==> config.mk <==
export PLATFORM = sky130hd
export DESIGN_NAME = parking_slot_counter
export DESIGN_NICKNAME = d
export VERILOG_FILES = /design/src/rtl/parking_pkg.sv /design/src/rtl/sensor_debounce.sv /design/src/rtl/parking_slot_counter.sv
export SDC_FILE = /design/constraint.sdc
export NUM_CORES = 1
export LEC_CHECK = 0
export CAP_MARGIN = 20
export CORE_ASPECT_RATIO = 0.8
export CORE_UTILIZATION = 45
export DETAILED_ROUTE_END_ITERATION = 16
export PLACE_DENSITY = 0.79
export SLEW_MARGIN = 5
export SYNTH_ARGS = -nofsm -noshare
export SYNTH_HDL_FRONTEND = slang
export SYNTH_SLANG_ARGS = --single-unit
==> constraint.sdc <==
create_clock -name clk -period 3 [get_ports clk]
set_input_delay 0.75 -clock clk [delete_from_list [all_inputs] [get_ports clk]]
set_output_delay 0.75 -clock clk [all_outputs]
set_load 0.02 [all_outputs]
==> src/rtl/parking_pkg.sv <==
// parking_pkg: shared exit-FSM state type and default sizing for the parking slot counter
package parking_pkg;
  typedef enum logic [1:0] {X_IDLE, X_QUAL, X_HELD, X_REL} xstate_e;
  localparam int DEF_CAPACITY = 8;
  localparam int DEF_CNT_W = 4;
  localparam int DEF_DEBOUNCE = 4;
endpackage

==> src/rtl/sensor_debounce.sv <==
// sensor_debounce: qualifies a bouncing level and flags each qualified rising level once
// Ports: clk, reset (async, active-high), raw (sampled sensor level),
// pulse (combinational, high for the single cycle whose edge completes a qualified high run).
module sensor_debounce
  import parking_pkg::*;
#(
  parameter int DEBOUNCE = DEF_DEBOUNCE
) (
  input  logic clk,
  input  logic reset,
  input  logic raw,
  output logic pulse
);
  localparam int RW = $clog2(DEBOUNCE + 1);
  xstate_e state_q, state_d;
  logic [RW-1:0] run_q, run_d, run_inc;
  logic last;
  assign run_inc = run_q + RW'(1);
  // The sample being taken now would complete the run.
  assign last = run_inc == RW'(DEBOUNCE);
  always_comb begin
    state_d = state_q;
    run_d = run_q;
    pulse = 1'b0;
    unique case (state_q)
      X_IDLE: begin
        if (raw) begin
          state_d = X_QUAL;
          run_d = RW'(1);
        end
      end
      X_QUAL: begin
        if (!raw) begin
          state_d = X_IDLE;
          run_d = '0;
        end else if (last) begin
          state_d = X_HELD;
          run_d = '0;
          pulse = 1'b1;
        end else begin
          run_d = run_inc;
        end
      end
      X_HELD: begin
        if (!raw) begin
          state_d = X_REL;
          run_d = RW'(1);
        end
      end
      X_REL: begin
        if (raw) begin
          state_d = X_HELD;
          run_d = '0;
        end else if (last) begin
          state_d = X_IDLE;
          run_d = '0;
        end else begin
          run_d = run_inc;
        end
      end
      default: begin
        state_d = X_IDLE;
        run_d = '0;
      end
    endcase
  end
  always_ff @(posedge clk or posedge reset) begin
    if (reset) begin
      state_q <= X_IDLE;
      run_q <= '0;
    end else begin
      state_q <= state_d;
      run_q <= run_d;
    end
  end
endmodule

==> src/rtl/parking_slot_counter.sv <==
// parking_slot_counter: tracks occupied parking slots from gate grants and debounced exits
// Ports: clk, reset (async, active-high), grant_in (gate green LED level),
// exit_sensor (raw exit level), free_slots, lot_full, lot_empty, entry_allow,
// exit_evt (registered one-cycle exit pulse), err (sticky misuse flag).
module parking_slot_counter
  import parking_pkg::*;
#(
  parameter int CAPACITY = DEF_CAPACITY,
  parameter int CNT_W = DEF_CNT_W,
  parameter int DEBOUNCE = DEF_DEBOUNCE
) (
  input  logic             clk,
  input  logic             reset,
  input  logic             grant_in,
  input  logic             exit_sensor,
  output logic [CNT_W-1:0] free_slots,
  output logic             lot_full,
  output logic             lot_empty,
  output logic             entry_allow,
  output logic             exit_evt,
  output logic             err
);
  localparam logic [CNT_W-1:0] CAP = CNT_W'(CAPACITY);
  logic grant_prev_q, exit_evt_q, err_q, err_d;
  logic [CNT_W-1:0] occ_q, occ_d;
  logic entry, exit_fire;
  sensor_debounce #(.DEBOUNCE(DEBOUNCE)) u_exit (
    .clk(clk),
    .reset(reset),
    .raw(exit_sensor),
    .pulse(exit_fire)
  );
  assign entry = grant_in & ~grant_prev_q;
  // Coincident entry and exit cancel; a lone event at a bound is refused and flagged.
  always_comb begin
    occ_d = (entry & ~exit_fire & (occ_q != CAP)) ? occ_q + CNT_W'(1) :
            (exit_fire & ~entry & (occ_q != '0)) ? occ_q - CNT_W'(1) : occ_q;
    err_d = err_q | ((entry ^ exit_fire) & (entry ? occ_q == CAP : occ_q == '0));
  end
  always_ff @(posedge clk or posedge reset) begin
    if (reset) begin
      grant_prev_q <= 1'b0;
      occ_q <= '0;
      err_q <= 1'b0;
      exit_evt_q <= 1'b0;
    end else begin
      grant_prev_q <= grant_in;
      occ_q <= occ_d;
      err_q <= err_d;
      exit_evt_q <= exit_fire;
    end
  end
  assign free_slots = CAP - occ_q;
  assign lot_full = occ_q == CAP;
  assign lot_empty = occ_q == '0;
  assign entry_allow = ~lot_full;
  assign exit_evt = exit_evt_q;
  assign err = err_q;
endmodule

# Word level (Yosys, flattened, before mapping)
# Cells that the tools add are included.
# classes
n_lt_le_gt_ge,0
n_div,0
n_reduce_logical,6
eq_ne,10
n_addsub,4
n_mul,0
shift,0
bitwise,12
muxes,19
# ops
cell,count
3-bit 2-to-1 mux,5
2-bit 2-to-1 mux,6
3-bit case mux with 4 select lines,1
4-bit 2-to-1 mux,2
2-bit case mux with 4 select lines,1
1-bit bitwise AND,6
3-bit by 2-bit != test with 1-bit output (second input constant),2
4-bit by 1-bit adder with 4-bit output (second input constant),1
2-bit equality test (second input constant),2
4-bit equality test (second input constant),1
4-bit zero test,1
1-bit 2-to-1 mux,4
2-bit != test (second input constant),2
4-bit != test (second input constant),1
1-bit NOT,4
4-bit AND reduction,1
4-bit nonzero test,1
4-bit by 1-bit subtractor with 4-bit output (second input constant),1
4-bit subtractor (first input constant),1
3-bit by 1-bit adder with 3-bit output (second input constant),1
3-bit equality test (second input constant),1
2-bit by 1-bit equality test with 1-bit output (second input constant),1
2-bit zero test,1
2-bit AND reduction,1
other kinds (3),3
# word_totals
rom_bits,0
ramBits,0
wordCells,57
in_bits,4
mem_count,0
regBits,12
latch_bits,0

# Logic depth before layout (Yosys ltp)
# depth
depth_word,9
mapped_depth,10
depth_no_buf,10

# By module
# From an unflattened synthesis, not the netlist that was laid out.
# hier_totals
hier_cells,69
area_unflattened_um2,763.2
# by_module_without_submodules
module,seq_area_each_um2,area_per_inst_um2,cells_each,instances
parking_slot_counter,175.2,486.7,45,1
sensor_debounce,125.1,276.5,24,1

# Worst setup path before layout
# OpenSTA, ideal clock, no wires.
# synth_timing
path_type,reg-to-reg
startpoint,reg u_exit.run_q[0]
endpoint,reg occ_q[3]
synth_period_minus_slack_ns,2.220
n_path_buf,0
arrival_ns,2.098
path_stages_with_launch,11
slack_ns,0.780
setup_time_ns,0.123
required_ns,2.877
path_cell_list,dfrtp_1 -> ha_1 -> ha_1 -> nand4b_1 -> ha_1 -> nand2_1 -> ha_1 -> a21oi_1 -> a211oi_1 -> o21ai_1 -> xnor2_1
# synth_between
elab_chain_cells,9
word_cells_on_any_way,12
classes_between,1 x add/sub; 1 x eq/ne; 4 x mux; 5 x bitwise; 1 x reduce/logical
# synth_lines
element,line,text
"start, declared",sensor_debounce.sv:16,"logic [RW-1:0] run_q, run_d, run_inc;"
"start signal, assigned",sensor_debounce.sv:73,run_q <= run_d;
3-bit by 1-bit adder with 3-bit output (*),sensor_debounce.sv:18,assign run_inc = run_q + RW'(1);
3-bit equality test (*),sensor_debounce.sv:20,assign last = run_inc == RW'(DEBOUNCE);
1-bit 2-to-1 mux (*),sensor_debounce.sv:36,end else if (last) begin
1-bit 2-to-1 mux (*),sensor_debounce.sv:33,if (!raw) begin
1-bit 2-to-1 mux (*),sensor_debounce.sv:25,unique case (state_q)
1-bit NOT,parking_slot_counter.sv:36,occ_d = (entry & ~exit_fire & (occ_q != CAP)) ? occ_q + CNT_W'(1) :
1-bit bitwise AND (2 in series),parking_slot_counter.sv:36,
4-bit 2-to-1 mux or 2-bit nonzero test (tied branches),n/a,
"end signal, assigned",parking_slot_counter.sv:43,occ_q <= '0;
"end signal, assigned",parking_slot_counter.sv:48,occ_q <= occ_d;
"end, declared",parking_slot_counter.sv:25,"logic [CNT_W-1:0] occ_q, occ_d;"
# Every way passes the cells marked *; elsewhere a longest branch is shown, timed or not.
# A chain may end at the register's enable or synchronous reset.

# Worst setup path in the final report
# layout_timing
startpoint,reg occ_q[0]
endpoint,out lot_full
# layout_between
elab_chain_cells,1
# layout_lines
element,line,text
4-bit equality test,parking_slot_counter.sv:54,assign lot_full = occ_q == CAP;
"end, declared",parking_slot_counter.sv:17,"output logic lot_full,"
# Every way passes these cells.

==> impl_metrics.toml <==
[clock_network]
cts_sinks = 12
hold_buffers = 0
clock-root-buffer = "clkbuf_4"
clkSlewWorstSetupHoldPaths_ns = 0.08
cts_buffer_depth = 2
cts-resized-gates = 0
post_cts_buffers = 0
clock_latency_ns = 0.28
cts_tree = "done"
cts_buffers = 3
cts-htree-levels = 1

[timing]
finalHoldViolations = 0
grt_setup_unrepaired = "false"
setup_ws_ns = 0.3151
relSlewSlack = 0.6727
setup_violations = 0
finalCritPeriodShare = 0.8950
whs_ns = 0.4721
drv_slew = 0
layout_min_cycle_time_ns = 2.685
tightest_slew_ns = 0.4874
fmax_mhz = 372.5
clock_skew_ns = 0.003521
tns_ns = 0

[die]
die_height_microns = 38.04
ios = 13
initial_core_util = 0.5017
core_sq_mm = 0.001456
rows = 12
die_w_microns = 47.05
dieArea_sq_mm = 0.001790

[logic_synthesis]
synth_nets = 83
synth_top_cell_by_area = "dfrtp_1"
syn_avg_cell_area_sq_um = 10.44
synthTopCellsByArea = "dfrtp_1 41%, ha_1 14%, xnor2_1 7.2%"
syn_inst = 70
synth-seq-area-share = 0.4110
synth_edf_count = 0
synth_top_area_frac = 0.4110
syn-cell-area_sq_um = 730.7
synth_ff_type = "dfrtp_1"
yosysWarnings = 0
synth.distinct_cells = 27
ys_ff_latch = 12
async_reset_ff_frac = 1.000

[routing]
via_per_inst = 4.933
first_pass_iters = 4
finalWirelength_microns = 1202
ant_nets = 0
drtIter0Drc = 9
vias = 513
drcViolationCount = 0
avgRoutedWirePerCell_microns = 11.56

[global_routing]
grt_max_degree = 13
grt_pass1_vias = 494
globalRouteOverflowTotal = 0
grtUsageTotal = 0.1780
grt_pass1_wl_microns = 2083
antenna_found_initial = 0

[power]
swShare = 0.4062
irDropWorstVdd_uv = 774.2
leakage_nw = 0.4110
seq_power_share = 0.328
power.density_mw_per_mm2 = 1039
combPwrFrac = 0.531
p_int_w = 0.0005494
clkPwrFrac = 0.141
p_switching_w = 0.0003758

[setup_path]
worstSetupPathType = "reg -> out"
crit_fanout = 5
endpoint_kind = "output pin"
arrival_ns = 1.93
cp-start-kind = "flip-flop"
cp_data_required_time_ns = 2.25

[cells_and_area]
drive_gt1_frac = 0.08434
syn_to_final_growth_pct = 21.92
fin_util = 0.6117
n_antenna_cell = 0
layout.nets = 97

[placed_design]
gp_congestion = 0.7683
io_buffers = 12
pre_cts_slack_ns = 0.1563

[job]
maxCapViolations = 0

[worst_hold_path]
hp-class = "reg -> reg"

[outcome]
status = "complete, no violations"
-- power by group through the flow --
stage / sequential (W) / combinational, W / clock [W]
detailed placement: 0.000308 / 0.000489 / 0
CTS: 0.000305 / 0.000494 / 0.000136
finish: 0.000304 / 0.000491 / 0.000131
global route: 0.000317 / 0.000540 / 0.000147
global placement: 0.000306 / 0.000480 / 0
floorplan: 0.000277 / 0.000368 / 0
-- per-stage QoR --
| step | power (W) | instance area (sq um) | instances |
|---|---|---|---|
| after detailed placement | 0.0007967 | 854.6 | 100 |
| after global routing | 0.001005 | 890.9 | 104 |
| final | 0.0009252 | 890.9 | 104 |
| after floorplan | 0.0006457 | 730.7 | 70 |
| after global placement | 0.0007862 | 854.6 | 100 |
| after CTS | 0.0009355 | 890.9 | 104 |
-- cells by family after synthesis --
group,count (synthesis),share of synthesized area
AO/OA/AOI/OAI,11,0.1096
multiplexers,3,0.04965
AND/OR/NAND/NOR,16,0.1044
buffers and inverters,12,0.07705
XOR/XNOR,7,0.08391
adder cells (fa/ha/maj),9,0.1644
flip-flops,12,0.4110
-- Yosys cell counts (2+ instances only) --
library cell  count
dfrtp_1          12
inv_1             9
ha_1              8
nand2_1           7
xnor2_1           6
a21oi_1           3
nor2_1            3
nand2b_1          2
o22ai_1           2
-- routing by layer --
| metal | global-route usage | share of wire | vias up |
|---|---|---|---|
| met5 | 0 | 0 | - |
| met4 | 0.08571 | 0.017 | 0 |
| met3 | 0.07075 | 0.062 | 5 |
| met2 | 0.2604 | 0.42 | 11 |
| met1 | 0.2269 | 0.50 | 240 |
| li1 | - | - | 257 |
-- final cells by class --
cell class                      instances  area [sq um]
Inverter                                9         33.78
Sequential cell                        12         300.3
Fill cell                             125         565.5
Timing Repair Buffer                   12         120.1
Tap cell                               21         26.28
Multi-Input combinational cell         46         374.1
Clock buffer                            4         36.28
-- registers in the layout, summed over array words and instances (netlist names), named ones only --
name            flops
occ_q               4
u_exit.run_q        3
err                 1
exit_evt            1
grant_prev_q        1
u_exit.state_q      1
-- path summary, 6_finish.rpt --
check                           startpoint         endpoint  slack, ns  cells past startpoint
setup / recovery                  occ_q[0]         lot_full       0.32                      5
hold / removal                         err              err       0.47                      1
setup reg to reg           u_exit.run_q[0]         occ_q[3]       0.58                     10
hold reg to reg                        err              err       0.47                      1
max in group asynchronous            reset     grant_prev_q       1.91                      2
min in group asynchronous            reset  u_exit.run_q[2]       0.77                      2
-- critical path, cell delays in order, from the launching register on --
cell             delay [ns]
dfrtp_1                0.45
inv_1                  0.12
ha_1                   0.23
nand3b_1               0.13
inv_1                  0.12
clkdlybuf4s50_1        0.61
-- cell usage in the layout (no fill, tap or decap) --
cell,n
a211oi_1,1
a21o_1,1
a21oi_1,3
clkbuf_4,3
clkbuf_8,1
clkdlybuf4s50_1,12
dfrtp_1,12
fa_1,1
ha_1,8
inv_1,9
mux2_2,1
mux2_4,1
mux2i_1,1
nand2_1,7
nand2b_1,2
nand3_1,1
nand3b_1,1
nand4b_1,1
nor2_1,3
nor3_1,1
o211a_1,1
o21ai_0,1
o21ai_1,1
o22a_4,1
o22ai_1,2
xnor2_1,6
xor2_1,1
No activity file was read; power rests on OpenSTA's default activity.
==> edit 1: new RTL, config.mk and constraints unchanged <==
Set the package constant `DEF_DEBOUNCE` to 8 (it was 4).
--- a/src/rtl/parking_pkg.sv
+++ b/src/rtl/parking_pkg.sv
@@ -3,6 +3,6 @@
   typedef enum logic [1:0] {X_IDLE, X_QUAL, X_HELD, X_REL} xstate_e;
   localparam int DEF_CAPACITY = 8;
   localparam int DEF_CNT_W = 4;
-  localparam int DEF_DEBOUNCE = 4;
+  localparam int DEF_DEBOUNCE = 8;
 endpackage
 
Behaviour: not the same (a bounded check fails within 10 cycles, from zero or initial values and one cycle with reset high).
==> edit 1 against the original RTL <==
Final cell count rose by 15%; design area rose by 10%; sequential cell count rose by 1; worst hold slack got worse by 11 ps; area after synthesis rose by 7.2%; worst setup slack got worse by 40 ps; sequential power fell by 11%; routed wire length rose by 18%; global-route usage rose by 0.39 points; power fell by 11%; highest routed layer unchanged.
==> edit 1: results (changes against the original RTL) <==
.. list-table::
   :header-rows: 1

   * - Metric
     - Value
   * - Vias post-DR
     - 594 (was 513)
   * - Worst-case clock skew
     - 6.89 ps (was 3.52 ps)
   * - Total wire length
     - 1.42 mm (was 1.20 mm)
   * - Distinct cell type count of the synthesized netlist
     - 28 (was 27)
   * - Pin count of the biggest net entering global routing
     - 14 (was 13)
   * - Footprint of the multi-input gates
     - 409 µm² (was 374 µm²)
   * - Area used by sequential logic in the layout
     - 325 µm² (was 300 µm²)
   * - Metal1 wirelength
     - 650 µm (was 602 µm)
   * - Vias in the first global route
     - 576 (was 494)
   * - Post-Synthesis Net Count
     - 89 (was 83)
   * - Arrival time at the worst endpoint
     - 2890 ps (was 1930 ps)
   * - Largest registers ranked by flip-flop count
     - occ_q x4, u_exit.run_q x4 (was occ_q x4, u_exit.run_q x3)
   * - Leakage
     - 0.462 nW (was 0.411 nW)
   * - R2R depth
     - 12 (was 10)
   * - Post-synthesis compound-gate area fraction
     - 12.9% (was 11.0%)
   * - Run status
     - finished clean (unchanged)
   * - Number of fillers in the final layout
     - 134 (was 125)
   * - Number of nets in the layout
     - 110 (was 97)
   * - Multi-input combinational gate total
     - 55 (was 46)
   * - Worst supply voltage drop on vdd
     - 0.520 mV (was 0.774 mV)
   * - All-Layer GR Usage
     - 18.2% (was 17.8%)
   * - Worst Tran Pin Value
     - 478 ps (was 487 ps)
   * - Layout cells sized above 1
     - 13.3% (was 8.43%)
   * - Largest fanout on the critical path
     - 3 (was 5)
   * - Endpoint of the most critical setup path
     - occ_q[3] (was lot_full)
   * - Global-route met3 utilization
     - 5.81% (was 7.08%)
   * - Most frequent cells after synthesis
     - sky130_fd_sc_hd__dfrtp_1, sky130_fd_sc_hd__inv_1, sky130_fd_sc_hd__nor2_1 (was sky130_fd_sc_hd__dfrtp_1, sky130_fd_sc_hd__inv_1, sky130_fd_sc_hd__ha_1, sky130_fd_sc_hd__nand2_1, sky130_fd_sc_hd__xnor2_1)
   * - Final weighted congestion of routability-driven global placement
     - 0.779 (was 0.768)
   * - Drt initial violations
     - 17 (was 9)
   * - Biggest area contributors in the synthesized netlist
     - sky130_fd_sc_hd__dfrtp_1, sky130_fd_sc_hd__ha_1, sky130_fd_sc_hd__xnor2_1 (unchanged)
   * - Part of the Yosys area used for sequential elements
     - 41.5% (was 41.1%)
   * - Met1 Use GR
     - 20.5% (was 22.7%)
   * - Xor/xnor share of the synthesized area
     - 8.95% (was 8.39%)
   * - Detailed-routed wire length on met2
     - 686 µm (was 502 µm)
   * - Met3 routed wirelength
     - 59 µm (was 75 µm)
   * - Count of inverters not on the clock network in the layout
     - 8 (was 9)
   * - Met2 routing resource usage after global routing
     - 31.3% (was 26.0%)
   * - Critical Path Max Stage Delay
     - 470 ps (was 610 ps)
   * - Number of flip-flops and latches in the synthesized netlist
     - 13 (was 12)
   * - Slack of the worst reg-to-reg path
     - 380 ps (was 580 ps)
   * - Adder and majority gate portion of the synthesized area
     - 12.1% (was 16.4%)
   * - Proportion of final cell area spent on non-clock buffers
     - 16.8% (was 13.5%)
==> edit 1: where the power goes <==
group          leakage, nW  switching (mW)  internal, mW  total [mW]
logic                0.285           0.214         0.233       0.447
clock network       0.0150          0.0536        0.0516       0.105
registers            0.161          0.0567         0.215       0.272
==> edit 1: metrics by stage <==
| step | hold WS, ps | total power, mW | area, µm² | setup WS (ps) | cells |
|---|---|---|---|---|---|
| 2_1_floorplan | 457 | 0.571 | 783 | 531 | 78 |
| 3_3_place_gp | 440 | 0.711 | 957 | 54.7 | 116 |
| 3_5_place_dp | 451 | 0.724 | 957 | 9.50 | 116 |
| 4_1_cts | 468 | 0.835 | 983 | 282 | 120 |
| 5_1_grt | 475 | 0.897 | 983 | 78.8 | 120 |
| 6_report | 461 | 0.824 | 983 | 276 | 120 |
==> edit 2: new RTL, config.mk and constraints unchanged <==
Made on the original files. Add an input register stage for `exit_sensor`, with the module's reset; this delays it by one clock. The other inputs are not delayed to match.
--- a/src/rtl/parking_slot_counter.sv
+++ b/src/rtl/parking_slot_counter.sv
@@ -21,13 +21,24 @@
   output logic             err
 );
   localparam logic [CNT_W-1:0] CAP = CNT_W'(CAPACITY);
+
+  logic exit_sensor_q;
+
+  always_ff @(posedge clk or posedge reset) begin
+    if (reset) begin
+      exit_sensor_q <= '0;
+    end else begin
+      exit_sensor_q <= exit_sensor;
+    end
+  end
+
   logic grant_prev_q, exit_evt_q, err_q, err_d;
   logic [CNT_W-1:0] occ_q, occ_d;
   logic entry, exit_fire;
   sensor_debounce #(.DEBOUNCE(DEBOUNCE)) u_exit (
     .clk(clk),
     .reset(reset),
-    .raw(exit_sensor),
+    .raw(exit_sensor_q),
     .pulse(exit_fire)
   );
   assign entry = grant_in & ~grant_prev_q;
Formal check against the unedited RTL: not equivalent (a bounded check fails within 10 cycles, from zero or initial values and one cycle with reset high).
==> edit 2 against the original RTL <==
Critical path depth did not move; area after synthesis rose by 2.9%; critical path type unchanged; design area rose by 1.7%; sequential cell count rose by 1; synthesized cell count fell by 1.4%; worst setup slack improved by 36 ps; power fell by 1.6%; routed wire length fell by 3.2%; largest cell class unchanged.
==> edit 2: results (changes against the original RTL) <==
.. list-table::
   :header-rows: 1

   * - Metric
     - Value
   * - Combinational group share of total power
     - 54.6% (was 53.1%)
   * - Distinct cell type count of the synthesized netlist
     - 26 (was 27)
   * - All-Layer GR Usage
     - 16.9% (was 17.8%)
   * - Leakage
     - 0.423 nW (was 0.411 nW)
   * - Most frequent cells after synthesis
     - sky130_fd_sc_hd__dfrtp_1, sky130_fd_sc_hd__inv_1, sky130_fd_sc_hd__ha_1, sky130_fd_sc_hd__nor2_1, sky130_fd_sc_hd__xnor2_1 (was sky130_fd_sc_hd__dfrtp_1, sky130_fd_sc_hd__inv_1, sky130_fd_sc_hd__ha_1, sky130_fd_sc_hd__nand2_1, sky130_fd_sc_hd__xnor2_1)
   * - Worst-case clock skew
     - 4.20 ps (was 3.52 ps)
   * - Wire length of the first global-routing pass
     - 2.04 mm (was 2.08 mm)
   * - Run status
     - finished clean (unchanged)
   * - Area growth syn-to-layout
     - 20.5% (was 21.9%)
   * - Metal1 wirelength
     - 587 µm (was 602 µm)
   * - Number of fillers in the final layout
     - 140 (was 125)
   * - Part of the Yosys area used for sequential elements
     - 43.3% (was 41.1%)
   * - Worst supply voltage drop on vdd
     - 0.626 mV (was 0.774 mV)
   * - Standard cell area after detailed placement
     - 880 µm² (was 855 µm²)
   * - Detailed-routed wire length on met2
     - 494 µm (was 502 µm)
   * - Post-Synthesis Net Count
     - 82 (was 83)
   * - Power Total
     - 0.911 mW (was 0.925 mW)
   * - Remaining max-slew budget at the tightest pin
     - 68.4% (was 67.3%)
   * - Global-route met3 utilization
     - 8.49% (was 7.08%)
   * - Drt initial violations
     - 6 (was 9)
   * - Pin count of the biggest net entering global routing
     - 14 (was 13)
   * - Final weighted congestion of routability-driven global placement
     - 0.725 (was 0.768)
   * - DR WL/cell
     - 11.2 µm (was 11.6 µm)
   * - Biggest area contributors in the synthesized netlist
     - sky130_fd_sc_hd__dfrtp_1, sky130_fd_sc_hd__ha_1, sky130_fd_sc_hd__xnor2_1 (unchanged)
   * - Met3 routed wirelength
     - 81 µm (was 75 µm)
   * - Vias post-DR
     - 490 (was 513)
   * - Worst hold slack
     - 469 ps (was 472 ps)
   * - Arrival time at the worst endpoint
     - 1900 ps (was 1930 ps)
   * - Average footprint of a synthesized cell
     - 10.9 µm² (was 10.4 µm²)
   * - Post-Place Setup Slack
     - 132 ps (was 156 ps)
   * - Met2 routing resource usage after global routing
     - 23.0% (was 26.0%)
   * - Detailed Routing Iterations Pass 1
     - 3 (was 4)
## edit 2: changes by cell type in the layout (fill, tap and decap cells not counted), sizes merged
cell / delta
nor2: +2
o22ai: -2
xnor2: -1
mux2i: -1
and2: +2
dfrtp: +1
a22o: +2
xor2: +1
nand2: -4
## edit 2: worst max-delay path by stage
stage / startpoint / endpoint / slack [ps] / depth (start not counted)
final: occ_q[0] / lot_empty / 350 / 5
after global routing: occ_q[0] / lot_empty / 200 / 5
after CTS: occ_q[0] / lot_empty / 330 / 5
after detailed placement: grant_in / occ_q[3] / 130 / 10
after global placement: grant_in / occ_q[3] / 220 / 10
after floorplan: u_exit.run_q[0] / occ_q[3] / 800 / 10
## edit 2: cell type report
class | instances | area share [%]
Multi-Input combinational cell | 45 | 41.3
Tap cell | 21 | 2.90
Sequential cell | 13 | 35.9
Timing Repair Buffer | 12 | 13.3
Inverter | 9 | 3.73
Clock buffer | 4 | 2.90
## edit 2: kinds of logic (layout without fill, tap and decap cells)
| family | Yosys count | count (layout) | share of synthesized area [%] |
|---|---|---|---|
| buffers and inverters | 11 | 25 | 6.99 |
| AND/OR/NAND/NOR | 16 | 16 | 10.8 |
| multiplexers | 2 | 2 | 3.49 |
| XOR/XNOR | 7 | 7 | 8.15 |
| flip-flops | 13 | 13 | 43.3 |
| adder cells (fa/ha/maj) | 9 | 9 | 16.0 |
| AO/OA/AOI/OAI | 11 | 11 | 11.3 |
## edit 2: critical path, cell delays in order (launching register included)
cell	delay (ps)
sky130_fd_sc_hd__dfrtp_1	450
sky130_fd_sc_hd__inv_1	110
sky130_fd_sc_hd__ha_1	220
sky130_fd_sc_hd__nand2b_1	140
sky130_fd_sc_hd__nor2_1	110
sky130_fd_sc_hd__clkdlybuf4s50_1	600
